### src/rtl/bus_arbiter.sv
// bus_arbiter: round-robin arbiter for the six-source shared datapath bus.
// Grants one source at a time, holds the grant until the owner releases,
// drops its request, or reaches MAX_HOLD cycles, then inserts one idle
// turnaround cycle before the next owner.
//
// Ports:
//   clk       - system clock, rising-edge
//   rst       - synchronous active-high reset
//   req[5:0]  - per-source bus request
//   rel[5:0]  - per-source release strobe (only the owner's bit matters)
//   bSel[5:0] - one-hot grant to the bus mux select, 0 when no owner
//   gnt_id    - binary index of the current/last owner
//   bus_valid - high while bSel is non-zero
//   timeout   - one-cycle pulse when an ownership ends on the hold limit
//
// state | meaning
// ------+---------------------------------------------
// IDLE  | nobody owns the bus, arbitrate every cycle
// OWN   | gnt_id owns the bus, cnt counts held cycles
// GAP   | one turnaround cycle with bSel = 0, arbitrate
module bus_arbiter #(
  parameter int MAX_HOLD = 16
) (
  input  logic       clk,
  input  logic       rst,
  input  logic [5:0] req,
  input  logic [5:0] rel,
  output logic [5:0] bSel,
  output logic [2:0] gnt_id,
  output logic       bus_valid,
  output logic       timeout
);

  localparam int CW = $clog2(MAX_HOLD) + 1;

  typedef enum logic [1:0] {
    S_IDLE = 2'd0,
    S_OWN  = 2'd1,
    S_GAP  = 2'd2
  } state_t;

  state_t        state, state_nxt;
  logic [2:0]    ptr, ptr_nxt;
  logic [CW-1:0] cnt, cnt_nxt;
  logic [5:0]    bsel_nxt;
  logic [2:0]    gnt_nxt;
  logic          valid_nxt;
  logic          timeout_nxt;

  logic          win_found;
  logic [2:0]    win_id;
  logic          owner_req;
  logic          owner_rel;
  logic          hold_hit;
  logic          own_end;

  // (base + k) mod 6 for base in 0..5, k in 0..5
  function automatic logic [2:0] rr_index(input logic [2:0] base, input int k);
    logic [3:0] sum;
    sum = {1'b0, base} + 4'(k);
    if (sum >= 4'd6) sum = sum - 4'd6;
    return sum[2:0];
  endfunction

  // Walk the search order backwards so the first requester after ptr wins.
  always_comb begin
    win_found = 1'b0;
    win_id    = 3'd0;
    for (int k = 5; k >= 0; k--) begin
      if (req[rr_index(ptr, k)]) begin
        win_found = 1'b1;
        win_id    = rr_index(ptr, k);
      end
    end
  end

  assign owner_req = req[gnt_id];
  assign owner_rel = rel[gnt_id];
  assign hold_hit  = (cnt == CW'(MAX_HOLD - 1));
  assign own_end   = owner_rel | ~owner_req | hold_hit;

  // State register, also holding the registered outputs
  always_ff @(posedge clk) begin
    if (rst) begin
      state     <= S_IDLE;
      ptr       <= 3'd0;
      cnt       <= '0;
      bSel      <= 6'd0;
      gnt_id    <= 3'd0;
      bus_valid <= 1'b0;
      timeout   <= 1'b0;
    end else begin
      state     <= state_nxt;
      ptr       <= ptr_nxt;
      cnt       <= cnt_nxt;
      bSel      <= bsel_nxt;
      gnt_id    <= gnt_nxt;
      bus_valid <= valid_nxt;
      timeout   <= timeout_nxt;
    end
  end

  // Next-state logic
  always_comb begin
    state_nxt = state;
    case (state)
      S_IDLE, S_GAP: state_nxt = win_found ? S_OWN : S_IDLE;
      S_OWN:         state_nxt = own_end ? S_GAP : S_OWN;
      default:       state_nxt = S_IDLE;
    endcase
  end

  // Output / datapath next values
  always_comb begin
    ptr_nxt     = ptr;
    cnt_nxt     = cnt;
    bsel_nxt    = bSel;
    gnt_nxt     = gnt_id;
    valid_nxt   = bus_valid;
    timeout_nxt = 1'b0;
    case (state)
      S_IDLE, S_GAP: begin
        if (win_found) begin
          bsel_nxt  = 6'b000001 << win_id;
          gnt_nxt   = win_id;
          valid_nxt = 1'b1;
          cnt_nxt   = '0;
        end else begin
          bsel_nxt  = 6'd0;
          valid_nxt = 1'b0;
        end
      end
      S_OWN: begin
        if (own_end) begin
          bsel_nxt    = 6'd0;
          valid_nxt   = 1'b0;
          ptr_nxt     = (gnt_id == 3'd5) ? 3'd0 : gnt_id + 3'd1;
          // release or request drop outranks the hold limit
          timeout_nxt = hold_hit & ~owner_rel & owner_req;
        end else begin
          cnt_nxt = cnt + 1'b1;
        end
      end
      default: begin
        bsel_nxt  = 6'd0;
        valid_nxt = 1'b0;
      end
    endcase
  end

endmodule
### config.mk
export PLATFORM = sky130hd
export DESIGN_NAME = bus_arbiter
export DESIGN_NICKNAME = d
export VERILOG_FILES = /design/src/rtl/bus_arbiter.sv
export SDC_FILE = /design/constraint.sdc
export NUM_CORES = 1
export LEC_CHECK = 0
export ABC_AREA = 1
export CAP_MARGIN = 20
export CORE_UTILIZATION = 60
export CTS_BUF_LIST = sky130_fd_sc_hd__clkbuf_4 sky130_fd_sc_hd__clkbuf_8
export DETAILED_ROUTE_END_ITERATION = 10
export DONT_BUFFER_PORTS = 1
export PLACE_DENSITY = 0.83
export SLEW_MARGIN = 20
export SYNTH_ARGS = -nofsm -noshare
export SYNTH_HDL_FRONTEND = slang
export SYNTH_SLANG_ARGS = --single-unit
### constraint.sdc
create_clock -name clk -period 2.9 [get_ports clk]
set_input_delay 0.29 -clock clk [delete_from_list [all_inputs] [get_ports clk]]
set_output_delay 0.29 -clock clk [all_outputs]
set_load 0.005 [all_outputs]
---- After elaboration in Yosys (flattened, before gate mapping) ----
Index checks and enable logic that the tools add are counted.
word-level totals
  bits in registers ....................... 21
  output and inout bits ................... 11
  logic and storage cells ................. 103
operators by class
  add/sub/neg operators ................... 13
  magnitude comparators ................... 13
  eq/ne operators ......................... 7
  shifts and indexed selects .............. 1
  muxes and demuxes ....................... 47
  bitwise gates (word level) .............. 8
  reduce and logical (&&, ||, !) cells .... 7
operator list
  operator                                                                      number
  3-bit two-way mux                                                             13
  3-bit by 4-bit less-than comparator with 1-bit output, second input constant  7
  1-bit binary-select mux with 3-bit select                                     8
  4-bit by 3-bit >= comparator with 1-bit output, second input constant         5
  3-bit subtractor, second input constant                                       6
  1-bit two-way mux                                                             17
  6-bit two-way mux                                                             2
  6-bit one-hot mux with 2 select lines                                         1
  5-bit two-way mux                                                             2
  5-bit one-hot mux with 2 select lines                                         1
  3-bit by 2-bit adder with 4-bit output, second input constant                 2
  3-bit by 3-bit adder with 4-bit output, second input constant                 2
  2-bit inequality test, second input constant                                  3
  1-bit by 3-bit left shift with 6-bit output, first input constant             1
  5-bit by 1-bit adder with 5-bit output, second input constant                 1
  5-bit by 4-bit == test with 1-bit output, second input constant               1
  3-bit by 1-bit adder with 4-bit output, second input constant                 1
  1-bit inverter                                                                4
  2-bit one-hot mux with 2 select lines                                         1
  2-bit AND reduction                                                           2
  3-bit by 1-bit adder with 3-bit output, second input constant                 1
  3-bit == test, second input constant                                          1
  3-bit >= comparator, second input constant                                    1
  3-bit AND reduction                                                           1
  10 further kinds                                                              12

---- Longest topological paths before layout ----
  depth after elaboration ................. 14
  mapped depth ............................ 22

---- Worst setup path after synthesis ----
Ideal clock, no wire load.
  kind .................................... register to register
  start ................................... register ptr[0]
  end ..................................... register cnt[3]
  library setup time ...................... 0.118 ns
  arrival time ............................ 2.305 ns
  data required time ...................... 2.782 ns
  slack ................................... 0.477 ns
  cell stages (with the launch flop) ...... 18
  period minus slack after synthesis ...... 2.423 ns
  path through ............................ dfxtp_1 inv_2 ha_1 inv_2 nand2_4 nand3_4 nand2_2 nand2_2 nand2_2 nand2_1 nand3_2 nand2_4 nand2_2 nor2_4 nor2_8 nor2_8 o21ai_1 nor3b_2
on the way
  word-level cells in the longest chain between the ends .. 13
  elaborated cells between the ends (all ways) .. 43
  those cells by class .................... 11 x add/sub; 6 x order compare; 1 x eq/ne; 24 x mux; 1 x reduce/logical
ends and longest elaborated chain
  element                                                                                    line  source
  start: declaration                                                                         43    logic [2:0] ptr, ptr_nxt;
  start signal: assignment                                                                   94    ptr <= ptr_nxt;
  3-bit by 3-bit adder with 4-bit output                                                     60    sum = {1'b0, base} + 4'(k);
  4-bit by 3-bit >= comparator with 1-bit output / 3-bit subtractor (equally long branches)  61    if (sum >= 4'd6) sum = sum - 4'd6;
  3-bit two-way mux                                                                          61
  1-bit binary-select mux with 3-bit select                                                  70    if (req[rr_index(ptr, k)]) begin
  1-bit two-way mux (not written as such)                                                    70
  1-bit two-way mux (5 in a row)                                                             70
  1-bit two-way mux (*)                                                                      70
  2-bit inequality test (no line) (*)                                                        --
  3-bit AND reduction (no line) (*)                                                          --
  end signal: assignment                                                                     95    cnt <= cnt_nxt;
  end: declaration                                                                           44    logic [CW-1:0] cnt, cnt_nxt;
Every way passes the cells marked *; elsewhere a longest branch is shown, timed or not. The select of a mux whose other input is x is not followed.
A chain may end at the register's enable or synchronous reset.

---- Worst setup path in the final report ----
  start ................................... register ptr[2]
  end ..................................... register cnt[2]
The elaborated chain is that of the path after synthesis.

==> metrics <==
share of the clock period used by the worst path after layout 87.4%; drt first pass iters 4; worst hold-check path type in2reg; area growth from synthesis to final layout 3.78%; wire length of the first global-routing pass 6730 µm; Fin. Hold Viols 0; summed instance area of the synthesized netlist 1990 µm²; row cnt 20; area used by sequential logic in the layout 420 µm²; net count of the mapped netlist 326; setup skew after layout 0.00416 ns; Critical Path Start Type flip-flop; RD Place Congestion 0.890; data required time at the worst endpoint 3.13 ns; endpoint of the worst register-to-register path cnt[2]; area of the multi-input gates 1370 µm²; summed negative setup slack over all endpoints 0 ns; CTS resizes 0; transition at the pin with the smallest max-transition slack 0.366 ns; post-synthesis cell count 301; number of enable-type register cells in the synthesized netlist 0; Critical Path End Type flip-flop; PortBufs 0; Bufs on Longest Clock Path 2; via count 1866; depth of the most critical reg-to-reg path 12; Clock Sink Count 21; post-synthesis async set-or-reset flop share 0%; number of H-tree levels 1; highest-count cells in the layout ignoring fill and taps sky130_fd_sc_hd__nand2_1 (77), sky130_fd_sc_hd__inv_1 (37), sky130_fd_sc_hd__nor2_1 (25), sky130_fd_sc_hd__nand3_1 (25); Final HPWL DP 3350 µm; Via-to-Cell Ratio 5.36; floorplan die area 3550 µm²; number of antenna cells inserted 0; most frequent standard cell in the layout excluding fill and tap cells sky130_fd_sc_hd__nand2_1; top achievable clock speed 394 MHz; Most used DFF post-synth sky130_fd_sc_hd__dfxtp_1; post-route DRC violation count 0; IO Pins 25; Chip Width 59.5 µm; Die Y-Extent 59.5 µm; routed length per instance 11.6 µm; maximum number of pins on one net before global-route repair 19; count of synthesis-stage warnings from yosys 0; final count of pins violating max slew 0; starting density of the core 64.0%; aggregate global routing overflow 0; clock slew at the register clock pins of the worst setup and hold paths 0.12 ns; fraction of layout cells with a size suffix above 1 22.0%; floorplan core area 3100 µm²; status finished, final reports clean; Slew HR 75.4%; post-synthesis cell type count 40; Setup-failing EPs final 0; clk root buf sky130_fd_sc_hd__clkbuf_4; critical path launch point ptr[2]; final worst path period need 2.54 ns; kind of critical path reg2reg; setup repair after global routing missed its margin no; via count of the first global-routing pass 1611; Avg Synthesized Cell Area 6.60 µm²; CTS tree done; clock latency reported for the late side of the worst-skew pair 0.31 ns; CP Data Arrival Time 2.76 ns; worst setup path end cnt[2]; portion of the post-synthesis area used by sequential elements 21.2%; fillcell total 302; final-stage net count 330; DRC marker count from the first detailed-route iteration 74; # Post-CTS Setup Buffers 0; antenna viol nets, final 0; number of antenna violations at the first check in global routing 0; r2r startpoint ptr[2]; Max Fanout on Critical Path 7; number of buffers created by CTS 3; setup slack of the most critical reg-to-reg path 0.36 ns; All-Layer GR Usage 24.9%; max-capacitance violation count 0; FF+latch count, synth 21; total wire length 4030 µm; number of buffers inserted by hold repair at cts 0
==> cell usage after synthesis (5+ instances only) <==
library cell | n | area (µm²)
sky130_fd_sc_hd__ha_1 | 11 | 138
sky130_fd_sc_hd__o21ai_1 | 6 | 30.0
sky130_fd_sc_hd__o21ai_0 | 8 | 40.0
sky130_fd_sc_hd__nand3_2 | 6 | 60.1
sky130_fd_sc_hd__a21oi_1 | 10 | 50.1
sky130_fd_sc_hd__nand2_1 | 77 | 289
sky130_fd_sc_hd__nor2_1 | 25 | 93.8
sky130_fd_sc_hd__dfxtp_1 | 21 | 420
sky130_fd_sc_hd__inv_2 | 9 | 33.8
sky130_fd_sc_hd__nand2_2 | 21 | 131
sky130_fd_sc_hd__nand3_1 | 25 | 125
sky130_fd_sc_hd__a21oi_2 | 5 | 43.8
sky130_fd_sc_hd__inv_1 | 37 | 139
==> through the flow <==
| step | setup slack [ns] | util (%) | hold slack, ns | instance area, µm² | std cells |
|---|---|---|---|---|---|
| after floorplan | 0.477 | - | 0.370 | 1990 | 301 |
| after global placement | 0.368 | 65.6 | 0.355 | 2030 | 344 |
| after detailed placement | 0.357 | 65.6 | 0.356 | 2030 | 344 |
| after CTS | 0.337 | 66.5 | 0.0148 | 2060 | 348 |
| after global routing | 0.123 | 66.5 | 0.00129 | 2060 | 348 |
| final | 0.365 | 66.5 | 0.0241 | 2060 | 348 |
==> cell families after synthesis <==
kind of cell / after synthesis / synth area share, %
buffers and inverters: 49 / 9.82
multiplexers: 1 / 0.504
flip-flops: 21 / 21.2
AO/OA/AOI/OAI: 42 / 14.5
adder cells (fa/ha/maj): 11 / 6.93
XOR/XNOR: 1 / 0.441
AND/OR/NAND/NOR: 176 / 46.6
==> per-layer routing <==
metal	global-route usage, %	part of all wire (%)	vias to the layer above
li1	-	-	971
met1	33.3	48	839
met2	40.3	45	52
met3	5.46	6.3	4
met4	6.98	0.62	0
met5	0	0	-
==> worst min-delay path by stage <==
| stage | end | depth (start not counted) | slack (ns) | from |
|---|---|---|---|---|
| floorplan | state[1] | 1 | 0.37 | rst |
| global placement | cnt[4] | 1 | 0.35 | rst |
| detailed placement | cnt[1] | 1 | 0.36 | rst |
| CTS | cnt[4] | 1 | 0.01 | rst |
| global route | cnt[0] | 1 | 0.001 | rst |
| finish | cnt[4] | 1 | 0.02 | rst |
==> worst max-delay path, stage by stage, from the launching register on <==
cell	delay (ns)
sky130_fd_sc_hd__dfxtp_1	0.49
sky130_fd_sc_hd__inv_2	0.13
sky130_fd_sc_hd__ha_1	0.40
sky130_fd_sc_hd__nand2_1	0.09
sky130_fd_sc_hd__o21ai_2	0.09
sky130_fd_sc_hd__inv_2	0.08
sky130_fd_sc_hd__o211ai_4	0.24
sky130_fd_sc_hd__nand2_4	0.10
sky130_fd_sc_hd__nor3_2	0.13
sky130_fd_sc_hd__nand3_2	0.12
sky130_fd_sc_hd__o21ai_1	0.23
sky130_fd_sc_hd__nand2_1	0.15
sky130_fd_sc_hd__a211oi_1	0.22
==> layout make-up <==
cell class	instances	area share, %
Clock inverter	1	0.243
Inverter	46	8.37
Sequential cell	21	20.4
Multi-Input combinational cell	231	66.5
Clock buffer	3	1.09
Tap cell	44	2.67
Timing Repair Buffer	2	0.728
==> sequential cells by signal, summed over array words and instances (netlist names) <==
| name | count |
|---|---|
| state | 2 |
| gnt_id | 3 |
| bSel | 6 |
| bus_valid | 1 |
| ptr | 3 |
| timeout | 1 |
| cnt | 5 |
Power is left out: the tool's default activity adds up to more than one toggle a clock period on the data nets, which glitch-free logic cannot reach.
==> variant, RTL diff (same settings) <==
Change the parameter `MAX_HOLD` from 16 to 32.
--- a/src/rtl/bus_arbiter.sv
+++ b/src/rtl/bus_arbiter.sv
@@ -21,3 +21,3 @@
 module bus_arbiter #(
-  parameter int MAX_HOLD = 16
+  parameter int MAX_HOLD = 32
 ) (
Behaviour: same outputs for any inputs over 10 cycles, from zero or initial values and one cycle with rst high; that may be too few to reach the edited logic, so the function may still have changed.
==> variant against the original RTL <==
- the flow now finishes with violations (DRC)
- sequential cell count grew 1
- worst hold slack gained 0.0046 ns
- die area is 6.9% lower
- critical path type unchanged
- highest routed layer unchanged
- design area shrank 6.6%
- routed wire length is 1.6% higher
- synthesized area decreased by 7.1%
- clock skew grew 0.0030 ns
- worst setup slack worse by 0.11 ns
==> variant: results (changes against the original RTL) <==
## Clock network
* number of setup buffers added after CTS: 0, unchanged
* maximum level of the CTS H-tree: 1, unchanged

## Finish
* Syn-to-layout area delta: 4.34%
* Regs by FF count: bSel (6), cnt (6)
* commonest non-fill, non-tap cell in the layout: sky130_fd_sc_hd__nand2_1
* Fill cells: 261, -14%

## Global routing
* global-route total usage across every layer: 26.9%, +2.0 points
* routing usage on met1: 37.0%, +3.6 points
* pin count of the biggest net entering global routing: 17, -2
* number of global-route vias before repair: 1610, -0.062%
* first-pass GRT wire length: 7000 um, +4.0%
* global routing met3 resource utilization: 4.76%, -0.70 points

## Route
* remaining design rule violation count: 2, +2
* post-DR vias/cell: 5.46, +1.9%
* Post-Route WL: 4100 um, +1.6%
* per-cell routed wire length: 12.3 um, +6.5%
* Met1 Routed Length: 2070 um, +6.8%
* number of design-rule violations left by the first detailed-router iteration: 93, +26%
* met2 wirelength from detailed routing: 1810 um, -0.55%
* iteration count of the initial detailed-routing pass: 7, +3

## STA
* maximum achievable frequency: 378 MHz, -4.1%
* Post-Route Skew: 0.00718 ns, +0.00302 ns

## Yosys
* cell types occupying the most area after synthesis: sky130_fd_sc_hd__dfxtp_1 24%, sky130_fd_sc_hd__nand2_1 18%, sky130_fd_sc_hd__nand3_1 8.4%, sky130_fd_sc_hd__inv_1 8.1%, sky130_fd_sc_hd__ha_1 6.8%
* net count after synthesis: 321, -1.5%
* part of the Yosys area used for sequential elements: 23.9%, +2.7 points
* post-synthesis compound-gate area fraction: 15.5%, +0.91 points
* synthesized-area fraction occupied by adder cells: 6.78%, -0.15 points
* fraction of synthesized cell area in xor and xnor cells: 0.475%, +0.034 points
* fraction of synthesized area in multiplexers: 0.542%, +0.039 points
* count of different cell masters after synthesis: 35, -13%

## Status
* result of the run: finished with violations
* violations in the final reports: DRC

## Placed design
* gpl congestion: 0.851, -4.5%
* pre-CTS setup slack: 0.326 ns, -0.0315 ns
* placed wire-length estimate after detailed placement: 3310 um, -1.3%
* number of cells after detailed placement: 328, -4.7%
* placed cell areas: 0.00189 mm2, -7.3%

## Setup path
* reg2reg setup slack: 0.26 ns, -0.11 ns
* worst setup path end: cnt[4]$_SDFFE_PP0P_
* data arrival at the endpoint of the critical path: 2.91 ns, +0.15 ns

==> variant: critical path, cell delays in order (launching register included) <==
cell                       delay, ns
sky130_fd_sc_hd__dfxtp_1        0.48
sky130_fd_sc_hd__inv_2          0.11
sky130_fd_sc_hd__ha_1           0.37
sky130_fd_sc_hd__inv_1          0.10
sky130_fd_sc_hd__nand2_1        0.06
sky130_fd_sc_hd__o21ai_0        0.09
sky130_fd_sc_hd__nand3b_2       0.26
sky130_fd_sc_hd__nand2_1        0.11
sky130_fd_sc_hd__o21ai_1        0.12
sky130_fd_sc_hd__nand3_1        0.14
sky130_fd_sc_hd__nor2_2         0.04
sky130_fd_sc_hd__nand2_2        0.09
sky130_fd_sc_hd__nand2_4        0.08
sky130_fd_sc_hd__nand2_4        0.10
sky130_fd_sc_hd__nand3_2        0.11
sky130_fd_sc_hd__o21bai_1       0.16
sky130_fd_sc_hd__o21ai_1        0.09
sky130_fd_sc_hd__nor2_1         0.08
==> variant: worst min path at each step <==
| stage | from | end | slack [ns] | depth (start not counted) |
|---|---|---|---|---|
| floorplan | rst | cnt[5]$_SDFFE_PP0P_ | 0.44 | 3 |
| global placement | rst | bSel[1]$_SDFFE_PP0N_ | 0.36 | 1 |
| detailed placement | rst | bSel[1]$_SDFFE_PP0N_ | 0.36 | 1 |
| CTS | rst | bSel[1]$_SDFFE_PP0N_ | 0.02 | 1 |
| global route | rst | cnt[0]$_SDFFE_PP0P_ | 0.01 | 1 |
| finish | rst | bSel[1]$_SDFFE_PP0N_ | 0.03 | 1 |
==> variant: layout make-up <==
class | count | area share [%]
Multi-Input combinational cell | 228 | 63.4
Sequential cell | 22 | 22.9
Inverter | 44 | 8.71
Tap cell | 31 | 2.01
Clock buffer | 4 | 1.88
Timing Repair Buffer | 3 | 1.17
